$ cat src/rtl/painel_scan_ctrl_pkg.sv
// Shared definitions for the 5x7 LED panel sequencer.
// Mode codes, FSM state encodings, panel geometry and a small mode helper.
package painel_defs;

  localparam logic [1:0] MODE_HOLD = 2'b00;
  localparam logic [1:0] MODE_SHR  = 2'b01;
  localparam logic [1:0] MODE_SHL  = 2'b10;
  localparam logic [1:0] MODE_LOAD = 2'b11;

  typedef enum logic [1:0] {
    ST_OFF  = 2'b00,
    ST_LOAD = 2'b01,
    ST_SCAN = 2'b10
  } state_t;

  localparam int NUM_COLS = 7;
  localparam int NUM_ROWS = 5;

  function automatic logic is_shift(input logic [1:0] m);
    return (m == MODE_SHR) || (m == MODE_SHL);
  endfunction

endpackage

$ cat src/rtl/painel_scan_ctrl_sync2.sv
// Two-flop synchronizer for one raw asynchronous switch bit.
// Ports: clk, rst (sync, active-high), d (raw in), q (synchronized out).
module sync2 (
  input  logic clk,
  input  logic rst,
  input  logic d,
  output logic q
);

  logic meta;

  always_ff @(posedge clk) begin
    if (rst) begin
      meta <= 1'b0;
      q    <= 1'b0;
    end else begin
      meta <= d;
      q    <= meta;
    end
  end

endmodule

$ cat src/rtl/painel_scan_ctrl.sv
// Panel sequencer: column scan with dead-time blanking plus frame-aligned
// register mode/strobe. Ports: clk, rst, ch0/ch1 raw switches; col_sel,
// col_en scan drive; reg_mode, reg_tick register control; frame_done pulse.
module painel_scan_ctrl #(
  parameter int DIV_SCAN      = 2500,
  parameter int BLANK_CYC     = 250,
  parameter int SCROLL_FRAMES = 20,
  parameter int NUM_COLS      = 7
) (
  input  logic                clk,
  input  logic                rst,
  input  logic                ch0,
  input  logic                ch1,
  output logic [2:0]          col_sel,
  output logic [NUM_COLS-1:0] col_en,
  output logic [1:0]          reg_mode,
  output logic                reg_tick,
  output logic                frame_done
);

  import painel_defs::*;

  localparam int SW = (DIV_SCAN > 1) ? $clog2(DIV_SCAN) : 1;
  localparam int FW = $clog2(SCROLL_FRAMES + 1);

  localparam logic [SW-1:0] SLOT_LAST = SW'(DIV_SCAN - 1);
  localparam logic [SW-1:0] LIT_END   = SW'(DIV_SCAN - BLANK_CYC);
  localparam logic [FW-1:0] FRM_LAST  = FW'(SCROLL_FRAMES - 1);
  localparam logic [2:0]    COL_LAST  = 3'(NUM_COLS - 1);

  logic          sw0;
  logic          sw1;
  logic [1:0]    sw;
  state_t        state;
  logic [SW-1:0] slot;
  logic [2:0]    col;
  logic [FW-1:0] frame;
  logic [1:0]    mode;

  logic slot_last;
  logic frame_end;
  logic lit;

  sync2 u_sync0 (
    .clk (clk),
    .rst (rst),
    .d   (ch0),
    .q   (sw0)
  );

  sync2 u_sync1 (
    .clk (clk),
    .rst (rst),
    .d   (ch1),
    .q   (sw1)
  );

  assign sw        = {sw1, sw0};
  assign slot_last = (slot == SLOT_LAST);
  assign frame_end = (state == ST_SCAN) && slot_last
                   && (col == COL_LAST);
  assign lit       = (state == ST_SCAN) && (slot < LIT_END);

  always_ff @(posedge clk) begin
    if (rst) begin
      state <= ST_OFF;
      slot  <= '0;
      col   <= '0;
      frame <= '0;
      mode  <= MODE_HOLD;
    end else begin
      unique case (state)
        ST_OFF: begin
          slot  <= '0;
          col   <= '0;
          frame <= '0;
          mode  <= sw;
          if (sw == MODE_LOAD)
            state <= ST_LOAD;
          else if (sw != MODE_HOLD)
            state <= ST_SCAN;
        end
        ST_LOAD: begin
          mode  <= MODE_LOAD;
          state <= ST_SCAN;
        end
        ST_SCAN: begin
          if (slot_last) begin
            slot <= '0;
            col  <= (col == COL_LAST) ? 3'd0 : col + 3'd1;
          end else begin
            slot <= slot + SW'(1);
          end
          // Mode is only ever re-sampled here, so registers
          // never change mode mid-frame.
          if (frame_end) begin
            if (sw == MODE_HOLD) begin
              state <= ST_OFF;
              mode  <= MODE_HOLD;
              frame <= '0;
            end else if (sw == MODE_LOAD && mode != MODE_LOAD) begin
              state <= ST_LOAD;
              mode  <= MODE_LOAD;
              frame <= '0;
            end else if (sw != mode) begin
              mode  <= sw;
              frame <= '0;
            end else begin
              frame <= (frame == FRM_LAST) ? '0 : frame + FW'(1);
            end
          end
        end
        default: state <= ST_OFF;
      endcase
    end
  end

  assign col_sel    = col;
  assign frame_done = frame_end;

  always_comb begin
    col_en   = '0;
    reg_mode = MODE_HOLD;
    reg_tick = 1'b0;
    unique case (state)
      ST_LOAD: begin
        reg_mode = MODE_LOAD;
        reg_tick = 1'b1;
      end
      ST_SCAN: begin
        reg_mode = mode;
        if (lit)
          col_en = NUM_COLS'(1) << col;
        // Shift strobe lands on the blanked frame_done cycle
        // and only when the mode is not changing there.
        reg_tick = frame_end && (sw == mode)
                 && (frame == FRM_LAST) && is_shift(mode);
      end
      default: begin
        col_en   = '0;
        reg_mode = MODE_HOLD;
        reg_tick = 1'b0;
      end
    endcase
  end

endmodule

$ cat config.mk
export PLATFORM = sky130hd
export DESIGN_NAME = painel_scan_ctrl
export DESIGN_NICKNAME = d
export VERILOG_FILES = /design/src/rtl/painel_scan_ctrl_pkg.sv /design/src/rtl/painel_scan_ctrl_sync2.sv /design/src/rtl/painel_scan_ctrl.sv
export SDC_FILE = /design/constraint.sdc
export NUM_CORES = 1
export LEC_CHECK = 0
export CAP_MARGIN = 30
export CORE_ASPECT_RATIO = 0.7
export CORE_MARGIN = 2
export CORE_UTILIZATION = 57
export CTS_BUF_LIST = sky130_fd_sc_hd__clkbuf_8
export CTS_CLUSTER_SIZE = 20
export DETAILED_ROUTE_END_ITERATION = 8
export GPL_ROUTABILITY_DRIVEN = 0
export PLACE_DENSITY_LB_ADDON = 0.1
export SETUP_SLACK_MARGIN = 0.2
export SLEW_MARGIN = 20
export SYNTH_ARGS = -nofsm -noshare
export SYNTH_HDL_FRONTEND = slang
export SYNTH_SLANG_ARGS = --single-unit
$ cat constraint.sdc
create_clock -name clk -period 4.75 [get_ports clk]
set_input_delay 0.7125 -clock clk [delete_from_list [all_inputs] [get_ports clk]]
set_output_delay 0.7125 -clock clk [all_outputs]
set_load 0.01 [all_outputs]
==> After elaboration in Yosys (flattened, before gate mapping) <==
Index checks and enable logic that the tools add are counted.
{ "totals": {"latch_bits": 0, "romBits": 0, "mem_bits_rw": 0, "ff_bits": 28, "output_inout_bits": 14, "n_memories": 0} }
{ "classes": {"eq_ne": 16, "n_lt_le_gt_ge": 1, "n_mul": 0, "div": 0, "n_bitwise": 0, "n_reduce_logical": 17, "addsub": 3, "shifts": 1, "n_mux": 26} }
{ "ops": {"columns": ["cell", "count"], "rows": [
  ["5-bit 2-to-1 mux", 5],
  ["12-bit one-hot mux with 2 select lines", 1],
  ["2-bit 2-to-1 mux", 9],
  ["7-bit 2-to-1 mux", 2],
  ["12-bit by 1-bit adder with 12-bit output (second input constant)", 1],
  ["12-bit equality test (second input constant)", 1],
  ["12-bit less-than comparator (second input constant)", 1],
  ["12-bit 2-to-1 mux", 1],
  ["2-bit one-hot mux with 3 select lines", 2],
  ["5-bit one-hot mux with 2 select lines", 1],
  ["1-bit logical AND", 7],
  ["1-bit by 3-bit left shift with 7-bit output (first input constant)", 1],
  ["2-bit equality test (second input constant)", 3],
  ["3-bit 2-to-1 mux", 2],
  ["2-bit inequality test (second input constant)", 3],
  ["3-bit one-hot mux with 2 select lines", 1],
  ["3-bit AND reduction", 2],
  ["5-bit by 1-bit adder with 5-bit output (second input constant)", 1],
  ["5-bit equality test (second input constant)", 1],
  ["2-bit by 1-bit equality test with 1-bit output (second input constant)", 2],
  ["2-bit logical NOT", 2],
  ["4-bit by 1-bit inequality test with 1-bit output (second input constant)", 1],
  ["2-bit one-hot mux with 2 select lines", 1],
  ["2-bit AND reduction", 2],
  ["other kinds (10)", 11]
]} }

==> Depth between registers and ports, before layout <==
Gate-level depths: netlist (run 1).
{ "logic_depth": {"ltp_word": 7, "ltp_mapped": 9, "mapped_depth_nobuf": 7} }

==> Cells and area by module <==
From an unflattened synthesis (run 1), not the netlist that was laid out.
{ "hier_totals": {"hier_cells": 219, "area_unflattened_um2": 1717.9} }
{ "by_module_without_submodules": {"columns": ["mod", "cells_per_inst", "n_inst", "area_per_inst_um2", "seq_area_each_um2"], "rows": [
  ["painel_scan_ctrl", 211, 1, 1612.8, 480.5],
  ["sync2", 4, 2, 52.6, 40.0]
]} }

==> Worst setup path after synthesis (run 1) <==
No wires, ideal clock.
{ "synth_timing": {"path_kind": "reg-to-output", "start": "register slot[0]", "end": "output port reg_tick", "arrival_ns": 1.798, "slack_ns": 2.239, "stages_incl_launch_ff": 6, "path_cell_list": "dfxtp_1 > ha_1 > or4b_4 > nor4_4 > a31oi_1 > nor2b_1"} }
{ "synth_via": {"elab_chain_len": 7} }
{ "synth_lines": {"columns": ["item", "line", "text"], "rows": [
  ["from (decl)", "painel_scan_ctrl.sv:35", "logic [SW-1:0] slot;"],
  ["from (signal assigned)", "painel_scan_ctrl.sv:92", "slot <= slot + SW'(1);"],
  ["12-bit equality test", "painel_scan_ctrl.sv:59", "assign slot_last = (slot == SLOT_LAST);"],
  ["1-bit logical AND", "painel_scan_ctrl.sv:60", "assign frame_end = (state == ST_SCAN) && slot_last"],
  ["1-bit logical AND", "painel_scan_ctrl.sv:61", "&& (col == COL_LAST);"],
  ["via frame_done", "painel_scan_ctrl.sv:18", "output logic frame_done"],
  ["1-bit logical AND", "painel_scan_ctrl.sv:136", "reg_tick = frame_end && (sw == mode)"],
  ["1-bit logical AND (2 in series)", "painel_scan_ctrl.sv:137", "&& (frame == FRM_LAST) && is_shift(mode);"],
  ["1-bit one-hot mux with 2 select lines", "painel_scan_ctrl.sv:125", "unique case (state)"],
  ["to (decl)", "painel_scan_ctrl.sv:17", "output logic reg_tick,"]
]} }
The timed path passes the listed nets, and every way through them passes these cells.

==> Worst setup path after layout (run 1) <==
{ "layout_timing": {"start": "register slot[1]", "end": "output port reg_tick"} }
{ "layout_via": {"elab_chain_len": 7} }
{ "layout_lines": {"columns": ["item", "line"], "rows": [
  ["12-bit equality test", "painel_scan_ctrl.sv:59"],
  ["1-bit logical AND", "painel_scan_ctrl.sv:60"],
  ["1-bit logical AND", "painel_scan_ctrl.sv:61"],
  ["1-bit logical AND", "painel_scan_ctrl.sv:136"],
  ["1-bit logical AND (2 in series)", "painel_scan_ctrl.sv:137"],
  ["1-bit one-hot mux with 2 select lines", "painel_scan_ctrl.sv:125"]
]} }
Every way passes these cells.

==> results of run 1 <==
[cells in the mapped netlist]
master / instances
o2111ai_1: 1
a31o_1: 1
or4b_4: 1
a31oi_1: 5
or2_2: 3
or4_1: 3
mux2_1: 1
nor4_4: 1
nor2_1: 23
and3_1: 4
nand2_1: 25
and2_1: 1
o21bai_1: 1
nand3_1: 4
a41oi_1: 2
o21a_1: 1
a21oi_2: 1
nor4_1: 1
nand4_1: 3
nand2b_1: 1
nand4b_1: 3
o21ai_0: 9
nand3b_1: 6
xnor2_1: 1
a311oi_1: 7
o2bb2a_1: 1
a211oi_1: 3
ha_1: 8
a22oi_1: 2
or3_1: 3
nor2b_1: 8
nor4bb_1: 1
o21ai_1: 2
nor3_1: 6
o41ai_1: 2
nor3b_1: 5
nand4bb_1: 1
dfxtp_1: 28
inv_1: 6
o31ai_1: 1
and4_1: 1
a21oi_1: 20
clkbuf_1: 14
[metal layers]
metal	vias to the layer above	track usage (%)	wire length [um]
li1	831	-	-
met1	771	32.2	1870
met2	72	37.0	1730
met3	8	5.52	265
met4	0	5.56	46
met5	-	0	0
[layout make-up]
class | instances | area share [%]
multi-input cells | 173 | 55.8
clock buffers | 3 | 2.14
flip-flops and latches | 28 | 29.1
inverters | 6 | 1.17
well taps | 36 | 2.34
repair buffers | 18 | 9.42
[where the power goes]
| group | switching, mW | leakage (nW) | total [mW] | internal [mW] |
|---|---|---|---|---|
| Clock | 0.0698 | 0.0216 | 0.127 | 0.0569 |
| Sequential | 0.0160 | 0.227 | 0.262 | 0.246 |
| Combinational | 0.132 | 0.363 | 0.203 | 0.0718 |
| Total | 0.217 | 0.611 | 0.592 | 0.375 |
[sequential cells by signal, summed over array words and instances, names as in the netlist]
name	count
frame	5
u_sync0.meta	1
col_sel	3
u_sync1.meta	1
u_sync1.q	1
mode	2
state	2
u_sync0.q	1
slot	12
[worst max-delay path by stage]
stage	start	endpoint	slack (ps)	cells after the start
floorplan	slot[0]	reg_tick	2240	5
global placement	slot[0]	reg_tick	1810	6
detailed placement	slot[1]	reg_tick	1710	6
CTS	slot[1]	reg_tick	1420	6
global route	state[0]	reg_tick	1200	7
finish	slot[1]	reg_tick	1410	6
[metrics by stage]
stage                     hold WS, ps  std cells  area (sq um)
after floorplan                   414        221          1710
after global placement            427        260          1870
after detailed placement          442        260          1870
after CTS                         463        263          1920
after global routing              470        264          1930
final                             461        264          1930
[cells by family after synthesis]
kind of cell	after synthesis	share of synthesized area [%]
AO/OA/AOI/OAI	59	22.2
adder cells (fa/ha/maj)	8	5.85
multiplexers	1	0.658
XOR/XNOR	1	0.512
AND/OR/NAND/NOR	104	33.7
buffers and inverters	20	4.39
flip-flops	28	32.7
==> flow_summary.json, run 1 <==
{
  "status": "completed",
  "grt_pass1_wl_um": 6600,
  "ir_worst_vdd_mv": 0.230,
  "synthToLayoutAreaGrowth_pct": 12.6,
  "end_kind": "primary output",
  "start_kind": "flop",
  "p_leak_nw": 0.611,
  "io_buffer_count": 17,
  "first_global_vias": 1498,
  "antenna_found_initial": 0,
  "postCtsSetupBuffers": 0,
  "chipHeight_um": 49.8,
  "path_class": "flop to primary output",
  "dr.pass1.iters": 5,
  "slew_violations": 0,
  "timing.final.crit_period_ps": 3340,
  "cp_max_fo": 6,
  "diodes": 0,
  "synth.yosys.seq_area_share_pct": 32.7,
  "grt_max_degree": 29,
  "clock.fmax_mhz": 299,
  "drc": 0,
  "holdPathEnd": "u_sync0.q",
  "vias": 1682,
  "avgSynthCellArea_sq_um": 7.74,
  "powerDensity_nw_per_um2": 307,
  "drt_iter0_drc": 126,
  "crit_required_ps": 4040,
  "numCtsBuffers": 3,
  "place_hpwl_um": 2830,
  "rsz0062_at_grt": "no",
  "die_area_sq_um": 3460,
  "final_cell_mix": "28 x dfxtp_1, 25 x nand2_1, 23 x nor2_1",
  "overflow": 0,
  "multi_input_area_sq_um": 1080,
  "core_area_sq_um": 2820,
  "crit_path_top_delay_cell": "clkdlybuf4s50_1",
  "clk_pin_slew_ps": 80,
  "hold_depth": 1,
  "drive_above_1_share_pct": 4.39,
  "cts_hold_buf": 0,
  "synth_top_area_share_pct": 32.7,
  "fp.dieW_um": 69.5,
  "final-setup-viol-count": 0,
  "fin_total_pwr_mw": 0.592,
  "yosys.area.top_type": "dfxtp_1",
  "num_rows": 16,
  "vias_per_cell": 6.37,
  "final_util_pct": 68.3,
  "ff2ff_setup_slack_ps": 2120,
  "postRouteAntennaNets": 0,
  "routed_wl_um": 3910,
  "num-fill-cells": 226,
  "synth_seq_cells": 28,
  "r2r_end": "col_sel[1]",
  "cts_buffer_depth": 2,
  "synthCells": 221,
  "final_hold_viol_count": 0,
  "min_from": "u_sync0.meta",
  "clock_sink_count": 28,
  "syn-num-nets": 233,
  "regArea_sq_um": 561,
  "critical_path.top_delay_family": "simple AND/OR/NAND/NOR gates",
  "wl_per_cell_um": 14.8,
  "slowest_delay_ps": 540,
  "cap_violations": 0,
  "clock_latency_ps": 270,
  "synth_cell_types": 43,
  "reg2regPathDepth": 7,
  "fin_skew_ps": 8.16,
  "fin_crit_sh_pct": 70.3,
  "worstPathArrival_ps": 2630,
  "cts_root_buffer": "clkbuf_8",
  "fin_tns_setup_ps": 0,
  "cts-resized-gates": 0,
  "synthTopCellsByArea": "dfxtp_1 33%, a21oi_1 5.8%, ha_1 5.8%",
  "critical_path_buf_inv_count": 1,
  "start_util_pct": 60.6,
  "ys_warn_count": 0,
  "crit_chain": "ha_1 > or4b_4 > nor4_4 > a31oi_1 > nor2b_1 > clkdlybuf4s50_1",
  "worstMarginPinSlew_ps": 851,
  "r2r_start": "state[0]",
  "setup_ws_ps": 1410,
  "cts_tree": "built",
  "track_usage_pct": 23.3,
  "h-tree-depth": 1,
  "preCtsSetupSlack_ps": 1710,
  "num-nets-final": 242,
  "mostFrequentLayoutCell": "dfxtp_1",
  "relSlewSlack_pct": 42.8,
  "hp-class": "flop to flop",
  "synthesis.area_sq_um": 1710,
  "io_pins": 18
}
Power figures use the tool's default switching activity.
==> inputs of run 2 (changes only) <==
==> constraint.sdc (replaced) <==
create_clock -name clk -period 3.4 [get_ports clk]
set_input_delay 0.51 -clock clk [delete_from_list [all_inputs] [get_ports clk]]
set_output_delay 0.51 -clock clk [all_outputs]
set_load 0.01 [all_outputs]
==> run 2 against run 1 <==
Critical path depth unchanged. Combinational power increased by 40%. Via count shrank 0.89%. Global-route usage is 1.1 points higher. Core utilization rose by 0.62 points. Power increased by 45%. First-iteration DRC count decreased by 38%. Register-to-register slack got worse by 1200 ps. Sequential power rose by 40%. Sequential cell count stayed put. Critical path type unchanged.
==> flow_summary.json, run 2 (same netlist as run 1, synthesis figures left out) <==
{
  "powerDensity_nw_per_um2": 443,
  "rsz0062_at_grt": "no",
  "holdPathEnd": "u_sync1.q",
  "overflow": 0,
  "relSlewSlack_pct": 43.6,
  "clock_latency_ps": 280,
  "cts_buffer_depth": 2,
  "crit_required_ps": 2890,
  "vias_per_cell": 6.27,
  "fp.dieW_um": 69.5,
  "timing.final.crit_period_ps": 3100,
  "clock.fmax_mhz": 323,
  "die_area_sq_um": 3460,
  "slowest_delay_ps": 550,
  "p_leak_nw": 0.623,
  "ff2ff_setup_slack_ps": 930,
  "final_hold_viol_count": 0,
  "io_pins": 18,
  "drive_above_1_share_pct": 5.22,
  "status": "completed",
  "final_cell_mix": "28 x dfxtp_1, 25 x nand2_1, 23 x nor2_1",
  "place_hpwl_um": 2920,
  "start_kind": "flop",
  "numCtsBuffers": 3,
  "largest_register_ffs": 12,
  "crit_path_top_delay_cell": "clkdlybuf4s50_1",
  "grt_max_degree": 29,
  "cts_tree": "built",
  "diodes": 0,
  "fin_skew_ps": 3.13,
  "core_area_sq_um": 2820,
  "h-tree-depth": 1,
  "vias": 1667,
  "synthToLayoutAreaGrowth_pct": 13.6,
  "mostFrequentLayoutCell": "dfxtp_1",
  "io_buffer_count": 17,
  "routed_wl_um": 4040,
  "min_from": "u_sync1.meta",
  "chipHeight_um": 49.8,
  "cts_hold_buf": 0,
  "critical_path.top_delay_family": "simple AND/OR/NAND/NOR gates",
  "critical_path_buf_inv_count": 1,
  "setup_ws_ps": 302,
  "fin_crit_sh_pct": 91.1,
  "path_class": "flop to primary output",
  "r2r_start": "slot[0]",
  "ir_worst_vdd_mv": 0.320,
  "track_usage_pct": 24.4,
  "dr.pass1.iters": 4,
  "hold_depth": 1,
  "crit_chain": "ha_1 > or4b_4 > nor4_4 > a31oi_1 > nor2b_1 > clkdlybuf4s50_1",
  "preCtsSetupSlack_ps": 556,
  "drt_iter0_drc": 78,
  "worstMarginPinSlew_ps": 839,
  "end_kind": "primary output",
  "postRouteAntennaNets": 0,
  "drc": 0,
  "num_rows": 16,
  "cts_root_buffer": "clkbuf_8",
  "antenna_found_initial": 0,
  "cap_violations": 0,
  "worstPathArrival_ps": 2590,
  "hp-class": "flop to flop",
  "clock_sink_count": 28,
  "slew_violations": 0,
  "start_util_pct": 60.6,
  "cp_max_fo": 6,
  "clk_pin_slew_ps": 90,
  "reg2regPathDepth": 6,
  "r2r_end": "slot[8]",
  "first_global_vias": 1531,
  "final-setup-viol-count": 0,
  "num-nets-final": 243,
  "grt_pass1_wl_um": 6860,
  "fin_tns_setup_ps": 0,
  "regMostFlops": "slot",
  "wl_per_cell_um": 15.2
}
[run 2: changes by cell type in the layout (fill, tap and decap cells not counted), sizes merged]
cell and delta:
buf +1, clkbuf +1
[run 2: cell type report]
type                            instances  area [sq um]
Sequential cell                        28           561
Clock buffer                            4          55.1
Timing Repair Buffer                   19           185
Fill cell                             237           878
Multi-Input combinational cell        173          1080
Tap cell                               36          45.0
Inverter                                6          22.5
[run 2: through the flow]
stage,util [%],total power [mW],hold slack [ps],cells,instance area [sq um]
CTS,68.9,0.863,462,266,1940
global placement,66.9,0.641,429,262,1890
global route,68.9,0.913,473,266,1940
finish,68.9,0.861,457,266,1940
floorplan,-,0.580,414,221,1710
detailed placement,66.9,0.656,428,262,1890
[run 2: repair_timing]
| action | in CTS | in global routing |
|---|---|---|
| gates resized for setup | 0 | 0 |
| setup buffers | 0 | 0 |
| setup endpoints to repair | 0 | 1 |
[run 2: worst max path at each step]
stage                       start        to  slack, ps  cells past startpoint
final                     slot[0]  reg_tick        300                      6
after global routing      slot[1]  reg_tick        200                      6
after CTS                 slot[1]  reg_tick        240                      6
after detailed placement  slot[0]  reg_tick        560                      6
after global placement    slot[0]  reg_tick        660                      6
after floorplan           slot[0]  reg_tick       1090                      5
[run 2: routing by layer]
metal  wire (um)  GRT usage [%]
met3         228           4.91
met2        1840           41.5
met4          20           5.23
met5           0              0
met1        1940           32.3
[run 2: power breakdown]
part | leakage [nW] | switching, mW | internal, mW
clock | 0.0288 | 0.104 | 0.104
combinational | 0.367 | 0.182 | 0.104
sequential | 0.227 | 0.0237 | 0.344
total | 0.623 | 0.310 | 0.551
==> inputs of run 3 (changes only) <==
--- a/config.mk
+++ b/config.mk
@@ -6,7 +6,7 @@
 export NUM_CORES = 1
 export LEC_CHECK = 0
 export CAP_MARGIN = 30
-export CORE_ASPECT_RATIO = 0.7
+export CORE_ASPECT_RATIO = 0.9
 export CORE_MARGIN = 2
 export CORE_UTILIZATION = 57
 export CTS_BUF_LIST = sky130_fd_sc_hd__clkbuf_8
==> run 3 against run 2 <==
First-iteration DRC count rose by 51%. Clock power rose by 27%. Design area rose by 1.5%. Highest routed layer unchanged. Sequential power barely moved. Critical path depth did not move. Worst hold slack improved by 3.3 ps.
==> flow_summary.json, run 3 (same netlist as run 1, synthesis figures left out) <==
{
  "status": "completed",
  "preCtsSetupSlack_ps": 555,
  "first_global_vias": 1498,
  "fin_crit_sh_pct": 91.3,
  "clock.fmax_mhz": 322,
  "worstPathArrival_ps": 2590,
  "start_kind": "flop",
  "route.met3.wl_um": 182,
  "wl_per_cell_um": 14.8,
  "end_kind": "primary output",
  "rsz0062_at_grt": "no",
  "die_area_sq_um": 3460,
  "slew_violations": 0,
  "critical_path_buf_inv_count": 1,
  "top_layer_used": "met4",
  "io_pins": 18,
  "place_hpwl_um": 2870,
  "seqPwrFrac_pct": 39.9,
  "mostFrequentLayoutCell": "dfxtp_1",
  "crit_chain": "ha_1 > or4b_4 > nor4_4 > a31oi_1 > nor2b_1 > clkdlybuf4s50_1",
  "startpoint": "slot[0]",
  "grt_max_degree": 21,
  "comb_power_share_pct": 31.4,
  "track_usage_pct": 23.6,
  "dr_wl_met2_um": 1900,
  "powerDensity_nw_per_um2": 466,
  "num-nets-final": 243,
  "hp-class": "flop to flop",
  "core_area_sq_um": 2790,
  "fin_tns_setup_ps": 0,
  "h-tree-depth": 1,
  "dr.pass1.iters": 5,
  "crit_path_top_delay_cell": "or4b_4",
  "fin_skew_ps": 2.63,
  "vias": 1715,
  "grt_pass1_wl_um": 6340,
  "regMostFlops": "slot",
  "critical_path.top_delay_family": "simple AND/OR/NAND/NOR gates",
  "r2r_start": "slot[0]",
  "start_util_pct": 61.3,
  "overflow": 0,
  "clkPwrFrac_pct": 28.7,
  "drt_iter0_drc": 118,
  "swShare_pct": 34.1,
  "timing.final.crit_period_ps": 3100,
  "vias_per_cell": 6.35,
  "min_from": "u_sync1.meta",
  "worstMarginPinSlew_ps": 829,
  "p_leak_nw": 0.640,
  "path_class": "flop to primary output",
  "numCtsBuffers": 3,
  "postRouteAntennaNets": 0,
  "io_buffer_count": 17,
  "chipHeight_um": 56.0,
  "diodes": 0,
  "p_int_mw": 0.606,
  "final_cell_mix": "28 x dfxtp_1, 25 x nand2_1, 23 x nor2_1",
  "cts_tree": "built",
  "cts_buffer_depth": 2,
  "drc": 0,
  "crit_required_ps": 2890,
  "p_sw_mw": 0.313,
  "antenna_found_initial": 0,
  "drive_above_1_share_pct": 5.65,
  "ir_worst_vdd_mv": 0.321,
  "num-fill-cells": 247,
  "clock_sink_count": 28,
  "slowest_delay_ps": 540,
  "cap_violations": 0,
  "final_hold_viol_count": 0,
  "m1WireLength_um": 1840,
  "final-setup-viol-count": 0,
  "relSlewSlack_pct": 44.3,
  "largest_register_ffs": 12,
  "clock_latency_ps": 280,
  "num_rows": 18,
  "cp_max_fo": 6,
  "setup_ws_ps": 296,
  "fp.dieW_um": 61.8,
  "clk_pin_slew_ps": 100,
  "synthToLayoutAreaGrowth_pct": 15.3,
  "cts_root_buffer": "clkbuf_8",
  "routed_wl_um": 3990
}
## run 3: cell types whose count changed in the layout (fill, tap and decap cells not counted), sizes merged
cell and delta:
bufinv +1, clkbuf -1
## run 3: layout make-up
cell class | count | area, sq um | share of cell area [%]
Multi-Input combinational cell | 173 | 1080 | 54.9
Sequential cell | 28 | 561 | 28.4
Timing Repair Buffer | 19 | 185 | 9.38
Tap cell | 40 | 50.0 | 2.54
Clock buffer | 3 | 41.3 | 2.09
Clock inverter | 1 | 30.0 | 1.52
Inverter | 6 | 22.5 | 1.14
## run 3: what timing repair did
item,4_1_cts,5_1_grt
endpoints found under the setup margin,0,4
hold buffers,0,0
setup buffers,0,0
gates resized for setup,0,1
## run 3: stage by stage
step           hold slack [ps]  power [mW]  util, %  cell area, sq um  std cells
2_1_floorplan              414       0.580        -              1710        221
3_3_place_gp               445       0.638     67.8              1890        266
3_5_place_dp               446       0.654     67.8              1890        266
4_1_cts                    461       0.918     70.4              1970        270
5_1_grt                    472       0.966     70.7              1970        270
6_report                   460       0.920     70.7              1970        270
## run 3: worst paths after layout
path	end	slack, ps	cells past startpoint
min reg2reg	u_sync1.q	460	1
max reg2reg	state[1]	890	6
min	u_sync1.q	460	1
max	reg_tick	300	6
## run 3: power by group through the flow
| stage | combinational (mW) | clock [mW] | sequential (mW) |
|---|---|---|---|
| after floorplan | 0.214 | 0 | 0.366 |
| after global placement | 0.267 | 0 | 0.371 |
| after detailed placement | 0.280 | 0 | 0.374 |
| after CTS | 0.283 | 0.269 | 0.366 |
| after global routing | 0.314 | 0.282 | 0.370 |
| final | 0.289 | 0.264 | 0.367 |
## run 3: per-layer routing
metal | GRT usage [%] | up-vias
li1 | - | 829
met1 | 30.5 | 814
met2 | 37.7 | 61
met3 | 4.19 | 11
met4 | 10.0 | 0
met5 | 0 | -
